<file path="src/rtl/dac_stream_pkg.sv">
// Shared types and helpers for the DAC stream loader.
// Latency: n/a (compile-time functions and types only).
// Backpressure: n/a.
package dac_stream_pkg;

    typedef enum logic {
        FILL = 1'b0,
        RUN  = 1'b1
    } state_t;

    // Whole bytes needed to carry one sample of the given width.
    function automatic int bytes_per_sample(input int width);
        return (width + 7) / 8;
    endfunction

    // Unsigned midscale code: only the sample MSB set.
    function automatic logic [31:0] midscale(input int width);
        return 32'(1) << (width - 1);
    endfunction

endpackage

</file>
<file path="src/rtl/dac_stream_loader_if.sv">
// Received-byte stream from the UART: one data byte plus its one-cycle strobe.
// Latency: n/a (wires only).
// Backpressure: none; the strobe is a push-only event stream.
interface dac_stream_loader_if;
    logic [7:0] rx_data;
    logic       rx_received;

    modport master (output rx_data, output rx_received);
    modport slave  (input  rx_data, input  rx_received);
endinterface

</file>
<file path="src/rtl/frame_fifo.sv">
// Single-clock frame FIFO with extra-bit pointers and a live level count.
// Latency: a push is visible in level/empty one edge later; pop data is a combinational head read.
// Backpressure: a push while full is ignored unless a pop happens on the same edge.
module frame_fifo #(
    parameter int WIDTH = 36,
    parameter int DEPTH = 16
) (
    input  logic                   clk,
    input  logic                   rst_n,
    input  logic                   push,
    input  logic [WIDTH-1:0]       push_data,
    input  logic                   pop,
    output logic [WIDTH-1:0]       pop_data,
    output logic                   full,
    output logic                   empty,
    output logic [$clog2(DEPTH):0] level
);
    localparam int            AW       = $clog2(DEPTH);
    localparam logic [AW:0]   FULL_LVL = (AW + 1)'(DEPTH);

    logic [WIDTH-1:0] mem [DEPTH];
    logic [AW:0]      wr_ptr;
    logic [AW:0]      rd_ptr;
    logic             wr_en;
    logic             rd_en;

    assign level    = wr_ptr - rd_ptr;
    assign full     = (level == FULL_LVL);
    assign empty    = (wr_ptr == rd_ptr);
    assign rd_en    = pop && !empty;
    assign wr_en    = push && (!full || rd_en);
    assign pop_data = mem[rd_ptr[AW-1:0]];

    // Pointer advance; reset empties the FIFO.
    always_ff @(posedge clk or negedge rst_n) begin
        if (!rst_n) begin
            wr_ptr <= '0;
            rd_ptr <= '0;
        end else begin
            if (wr_en) wr_ptr <= wr_ptr + 1'b1;
            if (rd_en) rd_ptr <= rd_ptr + 1'b1;
        end
    end

    // Storage array, no reset needed since reads only follow writes.
    always_ff @(posedge clk) begin
        if (wr_en) mem[wr_ptr[AW-1:0]] <= push_data;
    end

endmodule

</file>
<file path="src/rtl/dac_stream_loader.sv">
// Builds PCM frames from UART bytes, buffers them, and releases one frame per sample tick.
// Latency: frame enters the FIFO on its last byte's edge; output updates on the tick edge.
// Backpressure: none upstream; a frame arriving at a full FIFO is dropped and flagged.
module dac_stream_loader
    import dac_stream_pkg::*;
#(
    parameter int SAMPLE_WIDTH = 18,
    parameter int CHANNELS     = 2,
    parameter int FIFO_DEPTH   = 16,
    parameter int PREFILL      = 8,
    parameter int CLOCK_FREQ   = 12_000_000,
    parameter int SAMPLE_RATE  = 11_025,
    parameter int GAP_CYCLES   = 2048
) (
    input  logic                             CLK_IN,
    input  logic                             RST_N,
    dac_stream_loader_if.slave               rx,
    input  logic                             clear_flags,
    output logic [CHANNELS*SAMPLE_WIDTH-1:0] sample_out,
    output logic                             sample_valid,
    output logic [$clog2(FIFO_DEPTH):0]      fifo_level,
    output logic                             running,
    output logic                             overrun,
    output logic                             underrun,
    output logic                             resync
);
    localparam int BPS         = bytes_per_sample(SAMPLE_WIDTH);
    localparam int FRAME_BYTES = BPS * CHANNELS;
    localparam int FW          = CHANNELS * SAMPLE_WIDTH;
    localparam int IDX_W       = (FRAME_BYTES > 1) ? $clog2(FRAME_BYTES) : 1;
    localparam int DIV         = CLOCK_FREQ / SAMPLE_RATE;
    localparam int CNT_W       = (DIV > 1) ? $clog2(DIV) : 1;
    localparam int GAP_W       = $clog2(GAP_CYCLES + 1);
    localparam int LVL_W       = $clog2(FIFO_DEPTH) + 1;

    localparam logic [IDX_W-1:0] LAST_IDX   = IDX_W'(FRAME_BYTES - 1);
    localparam logic [CNT_W-1:0] DIV_RELOAD = CNT_W'(DIV - 1);
    localparam logic [GAP_W-1:0] GAP_MAX    = GAP_W'(GAP_CYCLES);
    localparam logic [GAP_W-1:0] GAP_LAST   = GAP_W'(GAP_CYCLES - 1);
    localparam logic [LVL_W-1:0] PREFILL_L  = LVL_W'(PREFILL);
    localparam logic [SAMPLE_WIDTH-1:0] MID = SAMPLE_WIDTH'(midscale(SAMPLE_WIDTH));
    localparam logic [FW-1:0]    MID_FRAME  = {CHANNELS{MID}};

    state_t                   state;
    logic [IDX_W-1:0]         idx;
    logic [FRAME_BYTES*8-1:0] byte_buf;
    logic [FRAME_BYTES*8-1:0] frame_flat;
    logic [FW-1:0]            frame_dat;
    logic [GAP_W-1:0]         gap_cnt;
    logic [CNT_W-1:0]         tick_cnt;
    logic [FW-1:0]            pop_data;
    logic                     tick;
    logic                     push;
    logic                     pop;
    logic                     fifo_full;
    logic                     fifo_empty;
    logic                     pad_unused;

    assign tick = (tick_cnt == '0);
    assign push = rx.rx_received && (idx == LAST_IDX);
    assign pop  = (state == RUN) && tick && !fifo_empty;

    // Padding bits above SAMPLE_WIDTH in each sample's top byte are dropped by design.
    assign pad_unused = ^frame_flat;

    // Full frame = stored bytes with the in-flight last byte on top; trim each sample to width.
    always_comb begin
        frame_flat = byte_buf;
        frame_flat[FRAME_BYTES*8-8 +: 8] = rx.rx_data;
        frame_dat = '0;
        for (int c = 0; c < CHANNELS; c++) begin
            frame_dat[c*SAMPLE_WIDTH +: SAMPLE_WIDTH] = frame_flat[c*BPS*8 +: SAMPLE_WIDTH];
        end
    end

    // Free-running sample-rate divider.
    always_ff @(posedge CLK_IN or negedge RST_N) begin
        if (!RST_N) tick_cnt <= DIV_RELOAD;
        else        tick_cnt <= tick ? DIV_RELOAD : tick_cnt - 1'b1;
    end

    // Byte assembler with idle-gap resync, plus the overrun and resync sticky flags.
    always_ff @(posedge CLK_IN or negedge RST_N) begin
        if (!RST_N) begin
            idx      <= '0;
            byte_buf <= '0;
            gap_cnt  <= '0;
            overrun  <= 1'b0;
            resync   <= 1'b0;
        end else begin
            if (clear_flags) begin
                overrun <= 1'b0;
                resync  <= 1'b0;
            end
            if (rx.rx_received) begin
                gap_cnt <= '0;
                byte_buf[idx*8 +: 8] <= rx.rx_data;
                if (idx == LAST_IDX) begin
                    idx <= '0;
                    if (fifo_full && !pop) overrun <= 1'b1;
                end else begin
                    idx <= idx + 1'b1;
                end
            end else begin
                if (gap_cnt != GAP_MAX) gap_cnt <= gap_cnt + 1'b1;
                if (gap_cnt == GAP_LAST && idx != '0) begin
                    idx    <= '0;
                    resync <= 1'b1;
                end
            end
        end
    end

    // Prefill/run control with registered output frame, strobe, running and underrun.
    always_ff @(posedge CLK_IN or negedge RST_N) begin
        if (!RST_N) begin
            state        <= FILL;
            running      <= 1'b0;
            sample_out   <= MID_FRAME;
            sample_valid <= 1'b0;
            underrun     <= 1'b0;
        end else begin
            sample_valid <= 1'b0;
            if (clear_flags) underrun <= 1'b0;
            case (state)
                FILL: begin
                    if (fifo_level >= PREFILL_L) begin
                        state   <= RUN;
                        running <= 1'b1;
                    end
                end
                RUN: begin
                    if (tick) begin
                        if (!fifo_empty) begin
                            sample_out   <= pop_data;
                            sample_valid <= 1'b1;
                        end else begin
                            underrun <= 1'b1;
                            state    <= FILL;
                            running  <= 1'b0;
                        end
                    end
                end
                default: begin
                    state   <= FILL;
                    running <= 1'b0;
                end
            endcase
        end
    end

    frame_fifo #(
        .WIDTH (FW),
        .DEPTH (FIFO_DEPTH)
    ) u_fifo (
        .clk       (CLK_IN),
        .rst_n     (RST_N),
        .push      (push),
        .push_data (frame_dat),
        .pop       (pop),
        .pop_data  (pop_data),
        .full      (fifo_full),
        .empty     (fifo_empty),
        .level     (fifo_level)
    );

endmodule

</file>
<file path="src/flat_wrapper.sv">
// flat-port wrapper written by rule: the top's interface ports become plain ports
module dac_stream_loader_flat import dac_stream_pkg::*;
#(
    parameter int SAMPLE_WIDTH = 18,
    parameter int CHANNELS     = 2,
    parameter int FIFO_DEPTH   = 16,
    parameter int PREFILL      = 8,
    parameter int CLOCK_FREQ   = 12_000_000,
    parameter int SAMPLE_RATE  = 11_025,
    parameter int GAP_CYCLES   = 2048
)
  (CLK_IN, RST_N, clear_flags, sample_out, sample_valid, fifo_level, running, overrun, underrun, resync, rx_rx_data, rx_rx_received);
  dac_stream_loader_if rx_i ();
  input  logic CLK_IN;
  input  logic RST_N;
  input  logic clear_flags;
  output logic [CHANNELS*SAMPLE_WIDTH-1:0] sample_out;
  output logic sample_valid;
  output logic [$clog2(FIFO_DEPTH):0] fifo_level;
  output logic running;
  output logic overrun;
  output logic underrun;
  output logic resync;
  input wire logic [$bits(rx_i.rx_data)-1:0] rx_rx_data;
  input wire logic [$bits(rx_i.rx_received)-1:0] rx_rx_received;
  assign rx_i.rx_data = rx_rx_data;
  assign rx_i.rx_received = rx_rx_received;
  dac_stream_loader #(.SAMPLE_WIDTH(SAMPLE_WIDTH), .CHANNELS(CHANNELS), .FIFO_DEPTH(FIFO_DEPTH), .PREFILL(PREFILL), .CLOCK_FREQ(CLOCK_FREQ), .SAMPLE_RATE(SAMPLE_RATE), .GAP_CYCLES(GAP_CYCLES)) u_core (.CLK_IN(CLK_IN), .RST_N(RST_N), .rx(rx_i), .clear_flags(clear_flags), .sample_out(sample_out), .sample_valid(sample_valid), .fifo_level(fifo_level), .running(running), .overrun(overrun), .underrun(underrun), .resync(resync));
endmodule
</file>
<file path="config.mk">
export PLATFORM = sky130hd
export DESIGN_NAME = dac_stream_loader_flat
export DESIGN_NICKNAME = d
export VERILOG_FILES = /design/src/rtl/dac_stream_pkg.sv /design/src/rtl/dac_stream_loader_if.sv /design/src/rtl/frame_fifo.sv /design/src/rtl/dac_stream_loader.sv /design/src/flat_wrapper.sv
export SDC_FILE = /design/constraint.sdc
export NUM_CORES = 1
export LEC_CHECK = 0
export BUFFER_PORTS_ARGS = -buffer_cell sky130_fd_sc_hd__buf_2
export CORE_MARGIN = 3
export CORE_UTILIZATION = 32
export DETAILED_ROUTE_END_ITERATION = 12
export GPL_TIMING_DRIVEN = 0
export SETUP_SLACK_MARGIN = 0.4
export SLEW_MARGIN = 40
export SYNTH_ARGS = -nofsm -noshare
export SYNTH_HDL_FRONTEND = slang
export SYNTH_SLANG_ARGS = --single-unit
</file>
<file path="constraint.sdc">
create_clock -name CLK_IN -period 10.85 [get_ports CLK_IN]
set_input_delay 2.17 -clock CLK_IN [delete_from_list [all_inputs] [get_ports CLK_IN]]
set_output_delay 2.17 -clock CLK_IN [all_outputs]
set_load 0.01 [all_outputs]
</file>
==> results.tsv, run 1 <==
stage	metric	value	unit
floorplanning	die_h	295	um
worst_setup_path	crit_arrival	3.88	ns
min_path	min_delay_path_depth	1	
synthesis	ys_warn_count	0	
worst_setup_path	end_kind	output pin	
finish	postLayoutCoreUtil	0.374	
placed_design	globalplace.congestion	0.739	
power_and_ir_drop	p_switching	1.36	mW
route	routed_wl	61.5	mm
timing	tightest_slew	0.891	ns
route	drc	0	
global_route	grt_pass1_wl	91.6	mm
synthesis	ys_ff_latch	688	
timing	holdWs	0.457	ns
route	num_vias	12960	
placed_design	dp_hpwl	38.4	mm
clock_tree	clock_latency	0.60	ns
synthesis	synth_edf_count	576	
power_and_ir_drop	p_leak	10.5	nW
timing	clock.fmax	165	MHz
synthesis	synth_largest_area_cell	edfxtp_1	
placed_design	io_buffers	57	
timing	fin_crit	6.05	ns
synthesis	synth_area_leaders	edfxtp_1 (65%), mux4_2 (15%), dfrtp_1 (9.7%), nand2_1 (2.6%), ha_1 (0.89%)	
clock_tree	hold_buffers	0	
route	drtIter0Drc	1051	
timing	setup_viol	0	
power_and_ir_drop	power.total	5.85	mW
global_route	overflow	0	
power_and_ir_drop	comb_power_share	0.045	
clock_tree	cts.clk_slew.worst_paths	0.06	ns
timing	setup_ws	4.80	ns
route	wl_per_cell	23.7	um
clock_tree	cts_setup_buffers	0	
clock_tree	cts_tree	done	
floorplanning	die_w	295	um
outcome	status	complete, no violations	
finish	fillers	7378	
global_route	grt_antenna_before_repair	1	
timing	hold_viol_final	0	
power_and_ir_drop	swShare	0.232	
timing	fin_skew	0.0326	ns
synthesis	syn_inst	1333	
floorplanning	core-area	0.0824	sq mm
worst_setup_path	worstPathRequired	8.68	ns
min_path	hp-class	reg -> reg	
run	maxCapViolCount	0	
floorplanning	io_pins	58	
worst_setup_path	r2r_slack	6.07	ns
clock_tree	h-tree-depth	3	
global_route	first_global_vias	13870	
timing	max-slew-margin-rel	0.406	
clock_tree	root_buffer	clkbuf_16	
global_route	grt_max_degree	61	
finish	area_delta_synth_final	15.6	%
clock_tree	cts.sinks	688	
power_and_ir_drop	seqPwrFrac	0.582	
synthesis	synth-async-reset-ratio	0.163	
synthesis	synth_area_per_cell	20.0	sq um
synthesis	yosysTopAreaCellShare	0.649	
worst_setup_path	crit_fanout	10	
worst_setup_path	reg2reg_depth	11	
floorplanning	row_count	105	
clock_tree	post_cts_resized	0	
global_route	grt.total_usage	0.144	
worst_setup_path	critPathKind	reg -> out	
synthesis	syn_nets	1365	
timing	rsz0062_at_grt	false	
timing	fin_crit_sh	0.558	
placed_design	dp_slack	5.46	ns
power_and_ir_drop	p_int	4.49	mW
synthesis	synth_common_cells	edfxtp_1 (576), nand2_1 (184), mux4_2 (180), dfrtp_1 (103), o21ai_0 (37)	
route	dr.pass1.iters	7	
finish	drive_gt1_frac	0.276	
finish	final_net_count	1511	
synthesis	yosysSeqAreaShare	0.754	
synthesis	ys.flop_type	edfxtp_1	
floorplanning	start_util	0.324	
synthesis	yosys.cell_types.count	45	
power_and_ir_drop	ir_drop	112	uV
worst_setup_path	crit_path_start_kind	flop	
route	ant_nets	0	
synthesis	synth_area	0.0267	sq mm
timing	finalSetupTns	0	ns
clock_tree	clk_path_buf_depth	3	
clock_tree	cts_buffers	67	
power_and_ir_drop	clock_power_share	0.373	
floorplanning	dieArea	0.0868	sq mm
synthesis	synth.most_common_cell	edfxtp_1	
power_and_ir_drop	powerDensity	190	mW/mm^2
route	via_per_inst	4.98	
timing	drv_slew	0	
[power by group through the flow]
stage / registers, mW / logic [mW] / clock network (mW)
final: 3.40 / 0.266 / 2.18
after CTS: 3.40 / 0.268 / 2.23
after global routing: 3.44 / 0.298 / 2.34
after global placement: 3.43 / 0.240 / 0
after floorplan: 3.36 / 0.170 / 0
after detailed placement: 3.46 / 0.266 / 0
[stage by stage]
step,cell area [sq um],std cells
4_1_cts,30800,2600
3_5_place_dp,28800,2480
6_report,30800,2601
5_1_grt,30800,2600
2_1_floorplan,26700,1333
3_3_place_gp,28300,2460
[critical path, stage by stage (launching register included)]
cell and delay [ns]:
dfrtp_1 0.38, clkbuf_1 0.66, buf_1 0.69, inv_1 0.28, ha_1 0.37, and3b_1 0.18
or3_4 0.38, and2_1 0.19, buf_2 0.14
[cell usage in the layout (no fill, tap or decap), types with 2 or more instances in the layout]
cell / instances
nor4b_1: 3
and4_4: 3
nor2b_1: 3
or4_1: 2
or3_1: 5
nand4_1: 7
edfxtp_1: 576
buf_2: 78
buf_8: 4
a21oi_1: 11
mux4_2: 180
and4_1: 2
dfrtp_1: 103
clkbuf_1: 42
xor2_1: 14
o21ai_0: 37
clkbuf_16: 69
nand3_1: 9
buf_1: 3
nor2_1: 20
buf_12: 15
nor4_2: 2
inv_1: 16
buf_16: 2
nand2b_1: 2
nand2_1: 184
clkinv_2: 13
and3_4: 12
mux2_2: 10
inv_6: 3
ha_1: 19
clkbuf_2: 10
nor3b_1: 2
xnor2_1: 11
clkinv_1: 12
bufinv_16: 2
nor3_1: 7
and3_1: 8
dfstp_2: 9
[final cells by class]
| cell class | instances | area [sq um] | share of cell area |
|---|---|---|---|
| inverter | 18 | 67.6 | 0.00219 |
| timing repair buffer | 77 | 696 | 0.0226 |
| tap | 1070 | 1340 | 0.0434 |
| antenna | 1 | 2.50 | 0.0000812 |
| clock inverter | 30 | 200 | 0.00650 |
| sequential | 688 | 20100 | 0.653 |
| clock buffer | 90 | 1820 | 0.0589 |
| buffer | 58 | 265 | 0.00861 |
| multi-input combinational | 569 | 6320 | 0.205 |
[kinds of logic (layout without fill, tap and decap cells)]
kind of cell | Yosys count | count (layout) | synth area share
DFF | 688 | 688 | 0.754
adders and majority gates | 20 | 20 | 0.00967
muxes | 191 | 191 | 0.157
other | 0 | 1 | 0
xor gates and xnor gates | 25 | 25 | 0.00821
buffers and inverters | 76 | 273 | 0.0119
and+or+nand+nor | 277 | 277 | 0.0469
AOI/OAI and AO/OA | 56 | 56 | 0.0122
[registers in the layout (all words and copies together) (netlist names)]
register and count:
u_core.byte_buf 34, u_core.idx 3, u_core.overrun 1, u_core.gap_cnt 12, u_core.running 1, u_core.u_fifo.rd_ptr 5
u_core.underrun 1, u_core.state 1, u_core.u_fifo.wr_ptr 5, u_core.sample_out 36, u_core.u_fifo.mem 576, u_core.sample_valid 1
u_core.tick_cnt 11, u_core.resync 1
[metal layers]
layer,wire length (um),GRT usage,part of all wire,vias to the layer above
li1,-,-,-,5603
met1,25100,0.180,0.41,6952
met2,32500,0.259,0.53,319
met3,2710,0.0216,0.044,86
met4,1190,0.0432,0.019,0
met5,0,0,0,-
[final timing paths]
| kind | start | end |
|---|---|---|
| max in group asynchronous | RST_N | u_core.sample_out[35] |
| max | u_core.u_fifo.rd_ptr[1] | fifo_level[3] |
| min reg2reg | u_core.tick_cnt[0] | u_core.tick_cnt[0] |
| min | u_core.tick_cnt[0] | u_core.tick_cnt[0] |
| min in group asynchronous | RST_N | u_core.overrun |
| max reg2reg | u_core.u_fifo.rd_ptr[1] | u_core.u_fifo.mem[8][0] |
No activity file was read; power rests on OpenSTA's default activity.
==> run 2: changes to the inputs <==
- clock period: 10.85 -> 5.7 ns (I/O delays scaled with it)
==> run 2 against run 1 <==
Net effect:
- die area stayed put
- critical path type unchanged
- clock power rose by 90%
- power up 90%
- final area stayed put
- sequential share of layout area is the same
- sequential power rose by 91%
==> results.tsv, run 2 (synthesis gave the netlist of run 1 again) <==
stage	metric	value	unit
placed_design	dp_hpwl	38.4	mm
clock_tree	cts_setup_buffers	0	
clock_tree	post_cts_resized	0	
worst_setup_path	crit_path_start_kind	flop	
placed_design	dp_slack	0.985	ns
power_and_ir_drop	ir_drop	213	uV
clock_tree	cts.clk_slew.worst_paths	0.06	ns
floorplanning	dieArea	0.0868	sq mm
timing	setup_ws	0.685	ns
timing	max-slew-margin-rel	0.413	
clock_tree	h-tree-depth	3	
placed_design	place_area	0.0288	sq mm
route	dr.pass1.iters	5	
global_route	first_global_vias	13862	
worst_setup_path	worstPathRequired	4.56	ns
timing	tightest_slew	0.881	ns
timing	holdWs	0.457	ns
placed_design	io_buffers	57	
worst_setup_path	r2r_end	u_core.u_fifo.mem[8][0]	
worst_setup_path	crit_arrival	3.88	ns
global_route	grt_antenna_before_repair	1	
clock_tree	cts.sinks	688	
route	num_vias	12919	
global_route	grt_max_degree	61	
floorplanning	row_count	105	
global_route	overflow	0	
timing	fin_skew	0.0308	ns
floorplanning	core-area	0.0824	sq mm
route	drtIter0Drc	1051	
global_route	grt.total_usage	0.144	
timing	rsz0062_at_grt	false	
worst_setup_path	cp_cell_sequence	clkbuf_1 > buf_1 > inv_1 > ha_1 > and3b_1 > or3_4 > and2_1 > buf_2	
worst_setup_path	crit_fanout	10	
route	via_per_inst	4.97	
floorplanning	start_util	0.324	
min_path	min_delay_path_depth	1	
worst_setup_path	rr_startpoint	u_core.u_fifo.rd_ptr[1]	
finish	fin_area	0.0308	sq mm
worst_setup_path	critPathKind	reg -> out	
route	ant_nets	0	
floorplanning	io_pins	58	
finish	final_common_cell	edfxtp_1	
finish	drive_gt1_frac	0.276	
timing	hold_viol_final	0	
timing	fin_crit_sh	0.880	
worst_setup_path	end_kind	output pin	
worst_setup_path	reg2reg_depth	11	
route	drc	0	
worst_setup_path	r2r_slack	0.90	ns
finish	area_delta_synth_final	15.6	%
floorplanning	die_h	295	um
floorplanning	die_w	295	um
timing	finalSetupTns	0	ns
min_path	hold_end	u_core.tick_cnt[0]	
clock_tree	clock_latency	0.60	ns
clock_tree	root_buffer	clkbuf_16	
finish	mostFrequentLayoutCells	edfxtp_1 (576), nand2_1 (184), mux4_2 (180)	
min_path	hp-class	reg -> reg	
worst_setup_path	critPathMaxStageDelay	0.69	ns
route	routed_wl	61.5	mm
clock_tree	cts_buffers	67	
timing	setup_viol	0	
clock_tree	clk_path_buf_depth	3	
timing	drv_slew	0	
min_path	min_from	u_core.tick_cnt[0]	
route	wl_per_cell	23.7	um
worst_setup_path	cp_slowest_cell	buf_1	
placed_design	placed_cells	2480	
power_and_ir_drop	p_leak	10.5	nW
clock_tree	cts_tree	done	
run	maxCapViolCount	0	
finish	largest_reg_flops	576	
outcome	status	complete, no violations	
finish	final_cells	2601	
timing	clock.fmax	199	MHz
clock_tree	hold_buffers	0	
finish	final_net_count	1511	
power_and_ir_drop	powerDensity	361	mW/mm^2
placed_design	globalplace.congestion	0.739	
global_route	grt_pass1_wl	91.6	mm
timing	fin_crit	5.02	ns
run 2: cell counts in the layout (fill, tap and decap cells not counted):
Identical to the previous run, type by type.
run 2: worst max-delay path by stage:
stage / from / to / slack (ns) / depth (start not counted)
floorplan: u_core.u_fifo.rd_ptr[1] / u_core.u_fifo.mem[15][0] / 1.29 / 8
global placement: u_core.u_fifo.rd_ptr[1] / u_core.u_fifo.mem[15][25] / -2.23 / 8
detailed placement: u_core.u_fifo.rd_ptr[1] / u_core.u_fifo.mem[8][35] / 0.98 / 11
CTS: u_core.u_fifo.rd_ptr[1] / fifo_level[3] / 0.69 / 8
global route: u_core.u_fifo.rd_ptr[1] / fifo_level[3] / 0.56 / 8
finish: u_core.u_fifo.rd_ptr[1] / fifo_level[3] / 0.68 / 8
run 2: stage by stage:
| stage | total power [mW] | util |
|---|---|---|
| 6_report | 11.1 | 0.374 |
| 5_1_grt | 11.6 | 0.374 |
| 2_1_floorplan | 6.72 | - |
| 4_1_cts | 11.2 | 0.374 |
| 3_3_place_gp | 6.99 | 0.343 |
| 3_5_place_dp | 7.09 | 0.350 |
run 2: cell type report:
cell class	count	area (sq um)
fillers	7378	51600
repair buffers	77	696
diodes	1	2.50
clock buffers	90	1820
inverters	18	67.6
plain buffers	58	265
multi-input cells	569	6320
well taps	1070	1340
clock inverters	30	200
flip-flops and latches	688	20100
run 2: where the power goes:
| part | leakage (nW) | total (mW) | switching [mW] | internal (mW) |
|---|---|---|---|---|
| Clock | 0.991 | 4.15 | 1.82 | 2.33 |
| Sequential | 6.81 | 6.48 | 0.446 | 6.03 |
| Combinational | 2.65 | 0.505 | 0.320 | 0.184 |
| Total | 10.5 | 11.1 | 2.58 | 8.55 |
run 2: critical path, delay by kind of cell (launching register included):
kind                     cells  cell delay (ns)
buffers and inverters        4             1.77
AND/OR/NAND/NOR              3             0.75
flip-flops                   1             0.38
adder cells (fa/ha/maj)      1             0.37
run 2: routing by layer:
layer | routed length [um] | vias up | part of all wire | GRT usage
met5 | 0 | - | 0 | 0
met4 | 1120 | 0 | 0.018 | 0.0425
met3 | 2810 | 78 | 0.046 | 0.0216
met2 | 32700 | 318 | 0.53 | 0.260
met1 | 24900 | 6915 | 0.40 | 0.180
li1 | - | 5608 | - | -
==> run 3: changes to the inputs <==
- ABC_AREA: unset -> 1
==> run 3 against run 2 <==
Net effect:
- clock power up 13%
- synthesized cell count up 87%
- count of clock-buffer cells in the layout up 20
- first-iteration DRC count up 55%
- routed wire length up 25%
- flip-flop and latch count unchanged
- maximum frequency up 11%
- utilization up 0.78 points
- synthesized area up 6.6%
- critical path type unchanged
==> results.tsv, run 3 <==
stage	metric	value	unit
outcome	status	complete, no violations	
synthesis	synth_largest_area_cell	edfxtp_1	
route	num_vias	18799	
worst_setup_path	crit_path_start_kind	flop	
placed_design	place_area	0.0310	sq mm
worst_setup_path	worstSetupEndpoint	fifo_level[4]	
worst_setup_path	rr_startpoint	u_core.u_fifo.rd_ptr[3]	
clock_tree	cts_buffers	72	
route	via_per_inst	4.85	
timing	fin_crit	4.51	ns
clock_tree	cts.clk_slew.worst_paths	0.06	ns
placed_design	io_buffers	56	
clock_tree	post_cts_resized	0	
global_route	overflow	0	
clock_tree	root_buffer	clkbuf_16	
worst_setup_path	crit_fanout	10	
worst_setup_path	cp_cell_sequence	inv_1 > clkbuf_1 > clkbuf_1 > ha_1 > or2_1 > nand2_1 > nand2_1 > nand2_1 > inv_1 > buf_2	
synthesis	synth-async-reset-ratio	0.163	
finish	fin_area	0.0334	sq mm
route	routed_wl	77.2	mm
clock_tree	cts_tree	done	
synthesis	synth_area_leaders	edfxtp_1 (61%), dfrtp_1 (9.1%), nor2_1 (7.1%), nand2_1 (4.9%), o21ai_0 (4.3%)	
worst_setup_path	worst_path_most_repeated_cell	nand2_1	
synthesis	syn_inst	2496	
placed_design	placed_cells	3743	
finish	drive_gt1_frac	0.136	
worst_setup_path	critPathMaxStageDelay	0.61	ns
timing	max-slew-margin-rel	0.397	
finish	final_common_cell	edfxtp_1	
route	drtIter0Drc	1626	
timing	drv_slew	0	
finish	mostFrequentLayoutCells	edfxtp_1 (576), nor2_1 (517), nand2_1 (369)	
synthesis	yosysTopAreaCellShare	0.608	
route	drc	0	
worst_setup_path	end_kind	output pin	
synthesis	yosysSeqAreaShare	0.707	
timing	fin_skew	0.0366	ns
floorplanning	start_util	0.325	
power_and_ir_drop	power.total	12.0	mW
worst_setup_path	cp_slowest_cell	clkbuf_1	
route	wl_met2	36.7	mm
finish	fillers	8335	
timing	clock.fmax	222	MHz
synthesis	synth.most_common_cell	edfxtp_1	
synthesis	ys_warn_count	0	
power_and_ir_drop	p_leak	12.7	nW
finish	largest_reg_flops	576	
synthesis	synth_area_per_cell	11.4	sq um
global_route	first_global_vias	18359	
synthesis	syn_nets	2528	
power_and_ir_drop	powerDensity	360	mW/mm^2
worst_setup_path	startpoint	u_core.u_fifo.rd_ptr[3]	
floorplanning	row_count	108	
synthesis	synth_area	0.0284	sq mm
synthesis	ys_ff_latch	688	
clock_tree	clock_latency	0.63	ns
synthesis	ys.flop_type	edfxtp_1	
timing	tightest_slew	0.905	ns
route	wl_per_cell	19.9	um
finish	final_net_count	2694	
global_route	grt_max_degree	58	
clock_tree	cts.sinks	688	
synthesis	synth_common_cells	edfxtp_1 (576), nor2_1 (534), nand2_1 (369), o21ai_0 (245), nand3_1 (153)	
global_route	grt_pass1_wl	115	mm
floorplanning	die_w	304	um
synthesis	yosys.cell_types.count	46	
floorplanning	die_h	304	um
route	ant_nets	0	
finish	final_cells	3878	
route	topRoutingLayerUsed	met4	
worst_setup_path	crit_arrival	3.37	ns
route	dr.pass1.iters	5	
placed_design	globalplace.congestion	0.853	
finish	area_delta_synth_final	17.4	%
synthesis	synth_edf_count	576	
clock_tree	cts_setup_buffers	0	
clock_tree	hold_buffers	0	
route	wl_met1	33.1	mm
power_and_ir_drop	ir_drop	209	uV
worst_setup_path	critPathKind	reg -> out	
timing	setup_viol	0	
global_route	grt_antenna_before_repair	2	
floorplanning	io_pins	58	
floorplanning	core-area	0.0874	sq mm
min_path	hp-class	reg -> reg	
floorplanning	dieArea	0.0925	sq mm
worst_setup_path	r2r_slack	1.45	ns
timing	rsz0062_at_grt	false	
route	met3WireLength	4.60	mm
worst_setup_path	reg2reg_depth	16	
global_route	grt.total_usage	0.163	
worst_setup_path	r2r_end	u_core.u_fifo.mem[3][32]	
clock_tree	h-tree-depth	3	
worst_setup_path	worstPathRequired	4.56	ns
clock_tree	clk_path_buf_depth	3	
run	maxCapViolCount	0	
timing	hold_viol_final	0	
timing	fin_crit_sh	0.791	
placed_design	dp_hpwl	53.2	mm
run 3: critical path: cells and delay by family (launching register included):
family,cells,cell delay [ns]
fa+ha+maj,1,0.40
buf+inv,5,1.46
flops,1,0.42
simple gates,4,0.47
run 3: cells by family (layout without fill, tap and decap cells):
logic type | after synthesis | count (layout) | synth area share
compound gates | 421 | 421 | 0.0773
xor+xnor | 11 | 11 | 0.00339
fa+ha+maj | 20 | 20 | 0.00907
buf+inv | 238 | 464 | 0.0410
flops | 688 | 688 | 0.707
other cells | 0 | 1 | 0
simple gates | 1118 | 1118 | 0.162
run 3: area by class of cell:
cell class | count | area, sq um | share of cell area
clock inverters | 24 | 241 | 0.00723
clock buffers | 110 | 2120 | 0.0634
plain buffers | 130 | 762 | 0.0228
inverters | 108 | 405 | 0.0121
diodes | 1 | 2.50 | 0.0000750
well taps | 1155 | 1450 | 0.0433
repair buffers | 92 | 1030 | 0.0308
flip-flops and latches | 688 | 20100 | 0.602
multi-input cells | 1570 | 7270 | 0.218
run 3: how the worst min path moves through the flow:
stage,from,endpoint,slack (ns),depth (start not counted)
floorplan,u_core.tick_cnt[0],u_core.tick_cnt[0],0.43,1
global placement,u_core.tick_cnt[0],u_core.tick_cnt[0],0.44,1
global route,u_core.tick_cnt[0],u_core.tick_cnt[0],0.47,1
detailed placement,u_core.tick_cnt[0],u_core.tick_cnt[0],0.44,1
finish,u_core.tick_cnt[0],u_core.tick_cnt[0],0.45,1
CTS,u_core.tick_cnt[0],u_core.tick_cnt[0],0.46,1
run 3: metal layers:
layer,vias to the layer above,global-route usage
met1,9100,0.215
met3,157,0.0219
met4,0,0.0666
met2,630,0.272
li1,8912,-
met5,-,0
run 3: power breakdown:
part | internal (mW) | switching [mW]
clock | 2.71 | 1.96
combinational | 0.199 | 0.439
sequential | 6.12 | 0.572
total | 9.04 | 2.97
run 3: through the flow:
stage                util  hold slack (ns)  TNS (ns)  worst slack (ns)
global placement    0.345            0.438   -470.57             -1.10
finish              0.382            0.455         0              1.19
floorplan               -            0.429         0              1.61
global route        0.382            0.473         0              1.05
CTS                 0.382            0.456         0              1.17
detailed placement  0.355            0.442         0              1.46
